## src/rtl/divisor_issue_queue.sv

```systemverilog
// Request FIFO and issue sequencer in front of the algorithmic divider.
// Optional macro DIV_ZERO_BYPASS_EN answers zero-divisor requests locally instead of issuing them.
module divisor_issue_queue #(
  parameter int tamanyo = 32,
  parameter int DEPTH   = 4,
  parameter int TAG_W   = 4
) (
  input  logic               CLK,
  input  logic               RSTa,
  input  logic               in_valid,
  output logic               in_ready,
  input  logic [tamanyo-1:0] in_num,
  input  logic [tamanyo-1:0] in_den,
  input  logic [TAG_W-1:0]   in_tag,
  output logic               out_valid,
  input  logic               out_ready,
  output logic [tamanyo-1:0] out_coc,
  output logic [tamanyo-1:0] out_res,
  output logic [TAG_W-1:0]   out_tag,
  output logic               out_dz,
  output logic               div_start,
  output logic [tamanyo-1:0] div_num,
  output logic [tamanyo-1:0] div_den,
  input  logic [tamanyo-1:0] div_coc,
  input  logic [tamanyo-1:0] div_res,
  input  logic               div_done,
  output logic               busy
);
  localparam int AW = $clog2(DEPTH);
  localparam int CW = AW + 1;
  localparam logic [CW-1:0] FULL = CW'(DEPTH);

  typedef enum logic [1:0] {IDLE, ISSUE, WAIT, HOLD} state_t;

  logic [tamanyo-1:0] num_mem [DEPTH];
  logic [tamanyo-1:0] den_mem [DEPTH];
  logic [TAG_W-1:0]   tag_mem [DEPTH];

  logic [AW-1:0]      wr_ptr_q, wr_ptr_d, rd_ptr_q, rd_ptr_d;
  logic [CW-1:0]      count_q, count_d;
  logic               push, pop, not_empty;
  logic [tamanyo-1:0] head_num, head_den;
  logic [TAG_W-1:0]   head_tag;

  state_t             state_q;
  logic               div_start_q, out_valid_q;
  logic [tamanyo-1:0] div_num_q, div_den_q, out_coc_q, out_res_q;
  logic [TAG_W-1:0]   tag_q, out_tag_q;

  assign not_empty = (count_q != '0);
  assign in_ready  = (count_q != FULL);
  assign push      = in_valid & in_ready;
  assign head_num  = num_mem[rd_ptr_q];
  assign head_den  = den_mem[rd_ptr_q];
  assign head_tag  = tag_mem[rd_ptr_q];

  // The in-flight request stays in the FIFO until its result is captured.
  always_comb begin
    pop = 1'b0;
    if (state_q == WAIT && div_done) pop = 1'b1;
`ifdef DIV_ZERO_BYPASS_EN
    if (state_q == IDLE && not_empty && head_den == '0) pop = 1'b1;
`endif
  end

  always_comb begin
    wr_ptr_d = wr_ptr_q;
    rd_ptr_d = rd_ptr_q;
    count_d  = count_q;
    if (push) wr_ptr_d = wr_ptr_q + 1'b1;
    if (pop)  rd_ptr_d = rd_ptr_q + 1'b1;
    case ({push, pop})
      2'b10:   count_d = count_q + 1'b1;
      2'b01:   count_d = count_q - 1'b1;
      default: count_d = count_q;
    endcase
  end

  always_ff @(posedge CLK) begin
    if (push) begin
      num_mem[wr_ptr_q] <= in_num;
      den_mem[wr_ptr_q] <= in_den;
      tag_mem[wr_ptr_q] <= in_tag;
    end
  end

  always_ff @(posedge CLK or negedge RSTa) begin
    if (!RSTa) begin
      wr_ptr_q <= '0;
      rd_ptr_q <= '0;
      count_q  <= '0;
    end else begin
      wr_ptr_q <= wr_ptr_d;
      rd_ptr_q <= rd_ptr_d;
      count_q  <= count_d;
    end
  end

`ifdef DIV_ZERO_BYPASS_EN
  logic out_dz_q;
  assign out_dz = out_dz_q;
`else
  assign out_dz = 1'b0;
`endif

  always_ff @(posedge CLK or negedge RSTa) begin
    if (!RSTa) begin
      state_q     <= IDLE;
      div_start_q <= 1'b0;
      div_num_q   <= '0;
      div_den_q   <= '0;
      tag_q       <= '0;
      out_valid_q <= 1'b0;
      out_coc_q   <= '0;
      out_res_q   <= '0;
      out_tag_q   <= '0;
`ifdef DIV_ZERO_BYPASS_EN
      out_dz_q    <= 1'b0;
`endif
    end else begin
      case (state_q)
        IDLE: begin
          if (not_empty) begin
`ifdef DIV_ZERO_BYPASS_EN
            if (head_den == '0) begin
              out_coc_q   <= '1;
              out_res_q   <= head_num;
              out_tag_q   <= head_tag;
              out_dz_q    <= 1'b1;
              out_valid_q <= 1'b1;
              state_q     <= HOLD;
            end else
`endif
            begin
              div_num_q   <= head_num;
              div_den_q   <= head_den;
              tag_q       <= head_tag;
              div_start_q <= 1'b1;
              state_q     <= ISSUE;
            end
          end
        end
        ISSUE: begin
          div_start_q <= 1'b0;
          state_q     <= WAIT;
        end
        WAIT: begin
          if (div_done) begin
            out_coc_q   <= div_coc;
            out_res_q   <= div_res;
            out_tag_q   <= tag_q;
`ifdef DIV_ZERO_BYPASS_EN
            out_dz_q    <= 1'b0;
`endif
            out_valid_q <= 1'b1;
            state_q     <= HOLD;
          end
        end
        HOLD: begin
          if (out_ready) begin
            out_valid_q <= 1'b0;
            state_q     <= IDLE;
          end
        end
        default: state_q <= IDLE;
      endcase
    end
  end

  assign div_start = div_start_q;
  assign div_num   = div_num_q;
  assign div_den   = div_den_q;
  assign out_valid = out_valid_q;
  assign out_coc   = out_coc_q;
  assign out_res   = out_res_q;
  assign out_tag   = out_tag_q;
  assign busy      = (state_q != IDLE) || not_empty;

endmodule

```

## config.mk

```make
export PLATFORM = sky130hd
export DESIGN_NAME = divisor_issue_queue
export DESIGN_NICKNAME = d
export VERILOG_FILES = /design/src/rtl/divisor_issue_queue.sv
export SDC_FILE = /design/constraint.sdc
export NUM_CORES = 1
export LEC_CHECK = 0
export BUFFER_PORTS_ARGS = -buffer_cell sky130_fd_sc_hd__buf_2
export CORE_MARGIN = 2
export CORE_UTILIZATION = 45
export CTS_CLUSTER_SIZE = 14
export DETAILED_ROUTE_END_ITERATION = 10
export PLACE_DENSITY = 0.71
export SYNTH_ARGS = -nofsm -noshare
export SYNTH_HDL_FRONTEND = slang
export SYNTH_SLANG_ARGS = --single-unit
```

## constraint.sdc

```tcl
create_clock -name CLK -period 3.2 [get_ports CLK]
set_clock_uncertainty 0.05 [all_clocks]
set_input_delay 0.16 -clock CLK [delete_from_list [all_inputs] [get_ports CLK]]
set_output_delay 0.16 -clock CLK [all_outputs]
set_load 0.02 [all_outputs]
```

Yosys cells after proc, flatten, opt, wreduce, memory -nomap -nowiden
Memory sizes are Yosys's and may differ from the RTL's. A register that Yosys moved wholly into a read port is not among the register bits.
Cells that the tools add are included.
Widths: inputs -> output; s select.

cells by class
  equality and inequality tests = 9
  add/subtract/negate cells = 4
  bitwise gates (word level) = 1
  reduce and logical (&&, ||, !) cells = 16
  multiplexer cells = 13

operators by type and width
  operator             count
  $pmux 2 s4           1
  $reduce_bool 2->1    4
  $eq 2x2->1 const B   3
  $mux 1               6
  $mux 2               3
  $ne 2x2->1 const B   3
  $pmux 3 s2           1
  $reduce_and 2->1     3
  $reduce_and 3->1     2
  $add 2x1->2 const B  2
  $eq 2x1->1 const B   2
  $pmux 1 s2           2
  $add 3x1->3 const B  1
  $logic_not 1->1      3
  $ne 3x3->1 const B   1
  $reduce_bool 3->1    1
  $sub 3x1->3 const B  1
  $logic_not 2->1      1
  $and 1x1->1          1
  $logic_and 1x1->1    1
  $logic_or 1x1->1     1

storage, ports and cells
  memories kept = 3
  bits in writable memories = 272
  word-level logic and storage cells = 55
  output and inout port bits = 137
  register bits = 79

memories
  name     words  bits a word  read ports  clocked after memory_dff  write ports  RTL line  source
  den_mem  4      32           1           1                         1            36        logic [tamanyo-1:0] den_mem [DEPTH];
  num_mem  4      32           1           1                         1            35        logic [tamanyo-1:0] num_mem [DEPTH];
  tag_mem  4      4            1           1                         1            37        logic [TAG_W-1:0] tag_mem [DEPTH];

Longest topological paths before layout
Gate-level depths: netlist of run 1.

  depth in word-level cells = 5
  mapped depth = 10
  mapped depth without buffers = 8

Worst setup path before layout of run 1
OpenSTA, ideal clock, no wires.

  path kind = flip-flop to flip-flop
  from = register state_q[0]
  to = register count_q[1]
  library setup time = 0.125 ns
  cell stages (with the launch flop) = 9
  slack = 0.947 ns
  period minus slack after synthesis = 2.253 ns
  data arrival time = 2.078 ns
  cell sequence = dfrtp_1 -> inv_1 -> ha_1 -> and2_1 -> clkbuf_1 -> buf_2 -> ha_1 -> fa_1 -> mux2_2

on the way
  longest elaborated chain between the ends = 5

ends and longest elaborated chain
  item                                      RTL line  source
  start: declaration                        45        state_t state_q;
  start signal: assignment                  108       state_q <= IDLE;
  start signal: assignment                  139       state_q <= ISSUE;
  start signal: assignment                  145       state_q <= WAIT;
  $eq 2x2->1 (*)                            60        if (state_q == WAIT && div_done) pop = 1'b1;
  $logic_and 1x1->1 (*)                     60
  $mux 1 (*)                                60
  net pop                                   41        logic push, pop, not_empty;
  $eq 2x1->1 or $eq 2x2->1 (tied branches)  72        case ({push, pop})
  $pmux 3 s2 (*)                            72
  net count_d[1]                            40        logic [CW-1:0] count_q, count_d;
  end signal: assignment                    95        count_q <= count_d;
  end: declaration                          40

Mark *: on every way through the listed nets, which the timed path passes. The rest lies on a longest branch.
A chain may end at the register's enable or synchronous reset.

Final worst setup path of run 1
  from = register count_q[1]
  to = register count_q[1]

on the way
  longest elaborated chain between the ends = 4

ends and longest elaborated chain
  item                                      RTL line  source
  $ne 3x3->1                                51        assign in_ready = (count_q != FULL);
  $and 1x1->1                               52        assign push = in_valid & in_ready;
  $eq 2x1->1 or $eq 2x2->1 (tied branches)  72
  $pmux 3 s2 (*)                            72
  net count_d[1]                            40

Marked as above.

==> flow_summary.yaml, run 1 <==
run_status:
  status: "finished clean"
synth:
  synth_edf_count: 272
  synth_top_area_share_pct: 52.6
  post-synth-top-area-cell: "edfxtp_1"
  yosysMostFrequentCell: "edfxtp_1"
  synth_fp_nets: 849
  synthesis.area_sq_mm: 0.0155
  synth.distinct_cells: 30
  yosys_warnings: 0
  synth_area_leaders: "edfxtp_1 (53%), dfrtp_1 (24%), mux2_2 (10%)"
  async_reset_ff_share_pct: 35.1
  seq_area_frac_synth_pct: 76.3
  ys_ff_latch: 419
  avgSynthCellArea_sq_um: 22.1
  synth_ff_type: "edfxtp_1"
  yosys-top-cells-count: "edfxtp_1 (272), dfrtp_1 (147), mux2_2 (138)"
  syn_inst: 702
detailed_routing:
  drtIter0Drc: 406
  vias: 8146
  drc_errors: 0
  routedWlPerCell_um: 20.0
  first_pass_iters: 4
  vias_per_cell: 5.01
  drt-total-wl_um: 32500
  drtAntennaViolNets: 0
floorplan:
  core_sq_mm: 0.0343
  die_h_um: 190
  dieArea_sq_mm: 0.0360
  pin_count: 274
  start_util_pct: 45.3
  num_rows: 68
  fp.dieW_um: 190
global_routing:
  grt_pass1_vias: 8708
  grt.total_usage_pct: 18.2
  grt_remaining_overflow: 0
  grt_pass1_wl_um: 49900
  antenna_found_initial: 0
  grt_max_degree: 77
critical_path:
  reg2reg_to: "count_q[1]$_DFFE_PN0P_"
  critPathTopFamily: "simple AND/OR/NAND/NOR gates"
  crit_path_top_delay_cell: "or3b_4"
  worstPathArrival_ps: 2590
  crit-reg2reg-launch: "count_q[1]$_DFFE_PN0P_"
  cp_slowest_stage_delay_ps: 460
  startpoint_type: "register"
  cp_num_buf_inv: 1
  crit_required_ps: 3560
  crit_path_max_fanout: 6
  rrSetupSlack_ps: 970
  reg2reg_depth: 6
  criticalPathCategory: "reg -> reg"
  path_cells: "or3b_4 -> and2_4 -> inv_1 -> ha_1 -> fa_1 -> mux2_2"
  cp-end-kind: "register"
clock_tree:
  postCtsHoldBufs: 135
  cts_resized: 0
  clk_pin_slew_ps: 60
  cts-root-buf: "clkbuf_16"
  post_cts_buffers: 0
  cts_num_sinks: 419
  clock_latency_ps: 530
  tritoncts: "done"
  cts_buffers: 43
  clockBufferDepth: 3
  htreeDepth: 2
timing:
  period_share_pct: 69.6
  fin_crit_ps: 2230
  rsz0062_at_grt: "no"
  hold_viol: 0
  maxSlewHeadroom_pct: 40.6
  max_freq_ghz: 0.449
  fin_setup_tns_ps: 0
  worst_pin_slew_ps: 891
  setup_viol: 0
  slew_violations: 0
  finalWorstSetupSlack_ps: 972
hold_path:
  worstHoldPathCells: 4
  hold_start: "div_done"
  min_path_type: "in -> reg"
  worstHoldEndpoint: "out_valid$_DFFE_PN0P_"
final_layout:
  insertedDiodeCount: 0
  drive_gt1_share_pct: 48.5
  n_fill_cell: 2424
  nets: 1284
  stdcell_count: 1626
  syn_to_final_growth_pct: 30.3
  final_util_pct: 59.0
placed_design:
  place_ws_ps: 990
  place_inst: 1412
  gp_congestion: 0.765
  portBuffers: 272
  dp_hpwl_um: 18500
power_and_ir_drop:
  p_leak_uw: 0.00783
  vdd_drop_max_mv: 0.572
  power_density_mw_per_mm2: 976
run:
  max_cap_viol_count: 0
[area by class of cell]
type	count	area [sq um]	area share, %
clock buffers	68	1290	6.39
clock inverters	11	108	0.532
flip-flops and latches	419	11900	58.6
well taps	455	569	2.81
multi-input cells	245	3460	17.1
inverters	6	22.5	0.111
repair buffers	422	2930	14.5
[logic make-up after synthesis]
kind of cell | after synthesis | synth area share [%]
mux | 207 | 20.0
flops | 419 | 76.3
xor+xnor | 6 | 0.338
buf+inv | 38 | 1.54
fa+ha+maj | 10 | 0.854
other cells | 1 | 0.0241
simple gates | 15 | 0.612
compound gates | 6 | 0.379
[through the flow]
step / total power, uW / area, sq um / hold WS, ps
after CTS: 20000 / 20200 / 17.7
after detailed placement: 14900 / 17500 / 228
final: 19800 / 20200 / 52.2
after global placement: 14800 / 17500 / 221
after floorplan: 12800 / 15500 / -186
after global routing: 20800 / 20200 / 95.2
[cell usage in the layout, fill, tap and decap left out, drive strengths merged, types with 2 or more instances in the layout]
cell	Yosys	routed
mux4	68	68
bufinv	0	2
edfxtp	272	272
xor2	2	2
xnor2	4	4
dfrtp	147	147
ha	9	9
nand2	3	3
mux2	139	139
inv	6	6
and2	2	2
clkinv	0	8
buf	26	287
and3	4	4
clkbuf	6	68
nor2b	2	2
dlygate4sd3	0	135
[worst register-to-register path, stage by stage (launching register included)]
cell     delay, ps
dfrtp_1        450
or3b_4         460
and2_4         200
inv_1           60
ha_1           200
fa_1           430
mux2_2         270
[state kept, by name, indices dropped and copies added, names as in the netlist, 2 cells and up]
register	flops
state_q	2
rd_ptr_q	2
tag_mem	16
wr_ptr_q	2
div_den	32
div_num	32
num_mem	128
out_res	32
out_tag	4
count_q	3
tag_q	4
out_coc	32
den_mem	128
[per-layer routing]
layer,up-vias,part of all wire [%],GRT usage (%)
li1,3663,-,-
met4,0,1.9,5.16
met2,285,50,31.7
met5,-,0,0
met1,4149,41,22.8
met3,49,6.2,4.33
[power by group]
part | total [uW] | switching (uW) | internal (uW)
logic | 6480 | 3390 | 3090
registers | 8410 | 855 | 7550
clock network | 4880 | 1950 | 2930
total | 19800 | 6190 | 13600
[how the worst max path moves through the flow]
stage	from	end	slack, ps	cells after the start
4_1_cts	count_q[1]$_DFFE_PN0P_	count_q[1]$_DFFE_PN0P_	970	6
2_1_floorplan	state_q[0]$_DFFE_PN0P_	count_q[1]$_DFFE_PN0P_	950	8
3_3_place_gp	state_q[0]$_DFFE_PN0P_	out_res[2]$_DFFE_PN0P_	1030	5
5_1_grt	count_q[1]$_DFFE_PN0P_	count_q[1]$_DFFE_PN0P_	880	6
3_5_place_dp	count_q[0]$_DFFE_PN0P_	count_q[1]$_DFFE_PN0P_	990	6
6_report	count_q[1]$_DFFE_PN0P_	count_q[1]$_DFFE_PN0P_	970	6
(Power assumes the default switching activity.)
==> run 2, diff against run 1 <==
--- a/config.mk
+++ b/config.mk
@@ -10,7 +10,7 @@
 export CORE_UTILIZATION = 45
 export CTS_CLUSTER_SIZE = 14
 export DETAILED_ROUTE_END_ITERATION = 10
-export PLACE_DENSITY = 0.71
+export PLACE_DENSITY = 0.74
 export SYNTH_ARGS = -nofsm -noshare
 export SYNTH_HDL_FRONTEND = slang
 export SYNTH_SLANG_ARGS = --single-unit
==> constraint.sdc (replaced) <==
create_clock -name CLK -period 1.95 [get_ports CLK]
set_clock_uncertainty 0.05 [all_clocks]
set_input_delay 0.0975 -clock CLK [delete_from_list [all_inputs] [get_ports CLK]]
set_output_delay 0.0975 -clock CLK [all_outputs]
set_load 0.02 [all_outputs]
==> flow_summary.yaml, run 2 (synthesis results as in run 1) <==
run_status:
  status: "finished with violations"
  violations: "negative setup slack"
power_and_ir_drop:
  p_total_uw: 33500
  vdd_drop_max_mv: 1.21
  p_leak_uw: 0.00801
  power_density_mw_per_mm2: 1620
timing:
  fin_crit_ps: 1960
  finalWorstSetupSlack_ps: -11.0
  rsz0062_at_grt: "yes"
  period_share_pct: 101
  slew_violations: 0
  setup_viol: 1
  maxSlewHeadroom_pct: 65.9
  max_freq_ghz: 0.510
  hold_viol: 0
  whs_ps: 58.1
  worst_pin_slew_ps: 512
placed_design:
  gp_congestion: 0.736
  portBuffers: 272
  dp_hpwl_um: 19200
detailed_routing:
  drt-total-wl_um: 31600
  drtIter0Drc: 425
  vias_per_cell: 4.96
  first_pass_iters: 4
  drtAntennaViolNets: 0
  drc_errors: 0
  vias: 8169
  routedWlPerCell_um: 19.2
final_layout:
  nets: 1305
  syn_to_final_growth_pct: 33.1
  reg_top3: "den_mem: 128 flops, num_mem: 128 flops"
  mostFrequentLayoutCells: "edfxtp_1 (272), buf_2 (271), dfrtp_1 (144)"
  insertedDiodeCount: 0
  drive_gt1_share_pct: 49.5
  final_common_cell: "edfxtp_1"
run:
  max_cap_viol_count: 0
floorplan:
  dieArea_sq_mm: 0.0360
  pin_count: 274
  die_h_um: 190
  core_sq_mm: 0.0343
  num_rows: 68
  start_util_pct: 45.3
  fp.dieW_um: 190
clock_tree:
  cts_num_sinks: 419
  cts_buffers: 43
  tritoncts: "done"
  cts-root-buf: "clkbuf_16"
  htreeDepth: 2
  clockBufferDepth: 3
  clock_latency_ps: 520
  clk_pin_slew_ps: 60
critical_path:
  startpoint_type: "register"
  crit_required_ps: 2300
  worstPathArrival_ps: 2320
  crit_path_max_fanout: 2
  cp-end-kind: "register"
  criticalPathCategory: "reg -> reg"
global_routing:
  grt.total_usage_pct: 17.4
  grt_remaining_overflow: 0
  use_met1_pct: 22.9
  antenna_found_initial: 0
  grt_pass1_wl_um: 48000
  grtUsageMet3_pct: 3.76
  grt_max_degree: 63
  top_usage_layer: "met2"
  met2_usage_pct: 29.9
  grt_pass1_vias: 8591
hold_path:
  min_path_type: "in -> async"
## run 2: report_power, final
group	internal [uW]	switching (uW)
clock network	5450	3180
registers	12400	1090
logic	5440	5930
## run 2: final timing paths
path                                          from                        to  slack, ps  cells past startpoint
setup / recovery            count_q[0]$_DFFE_PN0P_    count_q[1]$_DFFE_PN0P_        -10                      6
hold / removal                                RSTa    out_coc[9]$_DFFE_PN0P_         60                      2
setup reg to reg            count_q[0]$_DFFE_PN0P_    count_q[1]$_DFFE_PN0P_        -10                      6
hold reg to reg            div_den[12]$_DFFE_PN0P_   div_den[12]$_DFFE_PN0P_        450                      1
max in group asynchronous                     RSTa    div_den[0]$_DFFE_PN0P_       1160                      3
min in group CLK                          in_valid  den_mem[1][10]$_DFFE_PP_         80                      2
## run 2: critical path, cell delays in order, from the launching register on
cell	delay, ps
dfrtp_2	400
or3b_4	380
and2_4	150
inv_2	50
ha_4	130
fa_2	400
mux2_2	260
## run 2: per-stage QoR
step	worst slack, ps	cells	instance area, sq um	utilization, %	TNS, ps
after CTS	-21.4	1645	20600	60.2	-21.4
after global placement	17.1	1429	17800	51.8	0
final	-11.0	1647	20700	60.3	-11.0
after detailed placement	-32.3	1429	17800	51.8	-32.3
after global routing	-58.7	1647	20700	60.3	-58.7
after floorplan	-167	702	15600	-	-45580
## run 2: layer usage
metal | vias to the layer above | part of all wire, % | wire length (um)
met4 | 0 | 1.3 | 422
met5 | - | 0 | 0
met1 | 4163 | 43 | 13600
met2 | 283 | 50 | 15700
li1 | 3691 | - | -
met3 | 32 | 5.9 | 1870
## run 2: layout make-up
type / count / area (sq um)
clock buffer: 57 / 1180
clock inverter: 22 / 333
fill: 2366 / 13600
inverter: 6 / 22.5
multi-input combinational: 245 / 3490
sequential: 419 / 11900
tap: 455 / 569
timing repair buffer: 443 / 3220
## run 2: timing repair
item | CTS | global route
buffers inserted | 1 | 2
endpoints found under the hold margin | 485 | 0
hold buffers | 136 | 0
setup endpoints to repair | 1 | 2
pin swaps | 1 | 1
resized for setup | 0 | 2
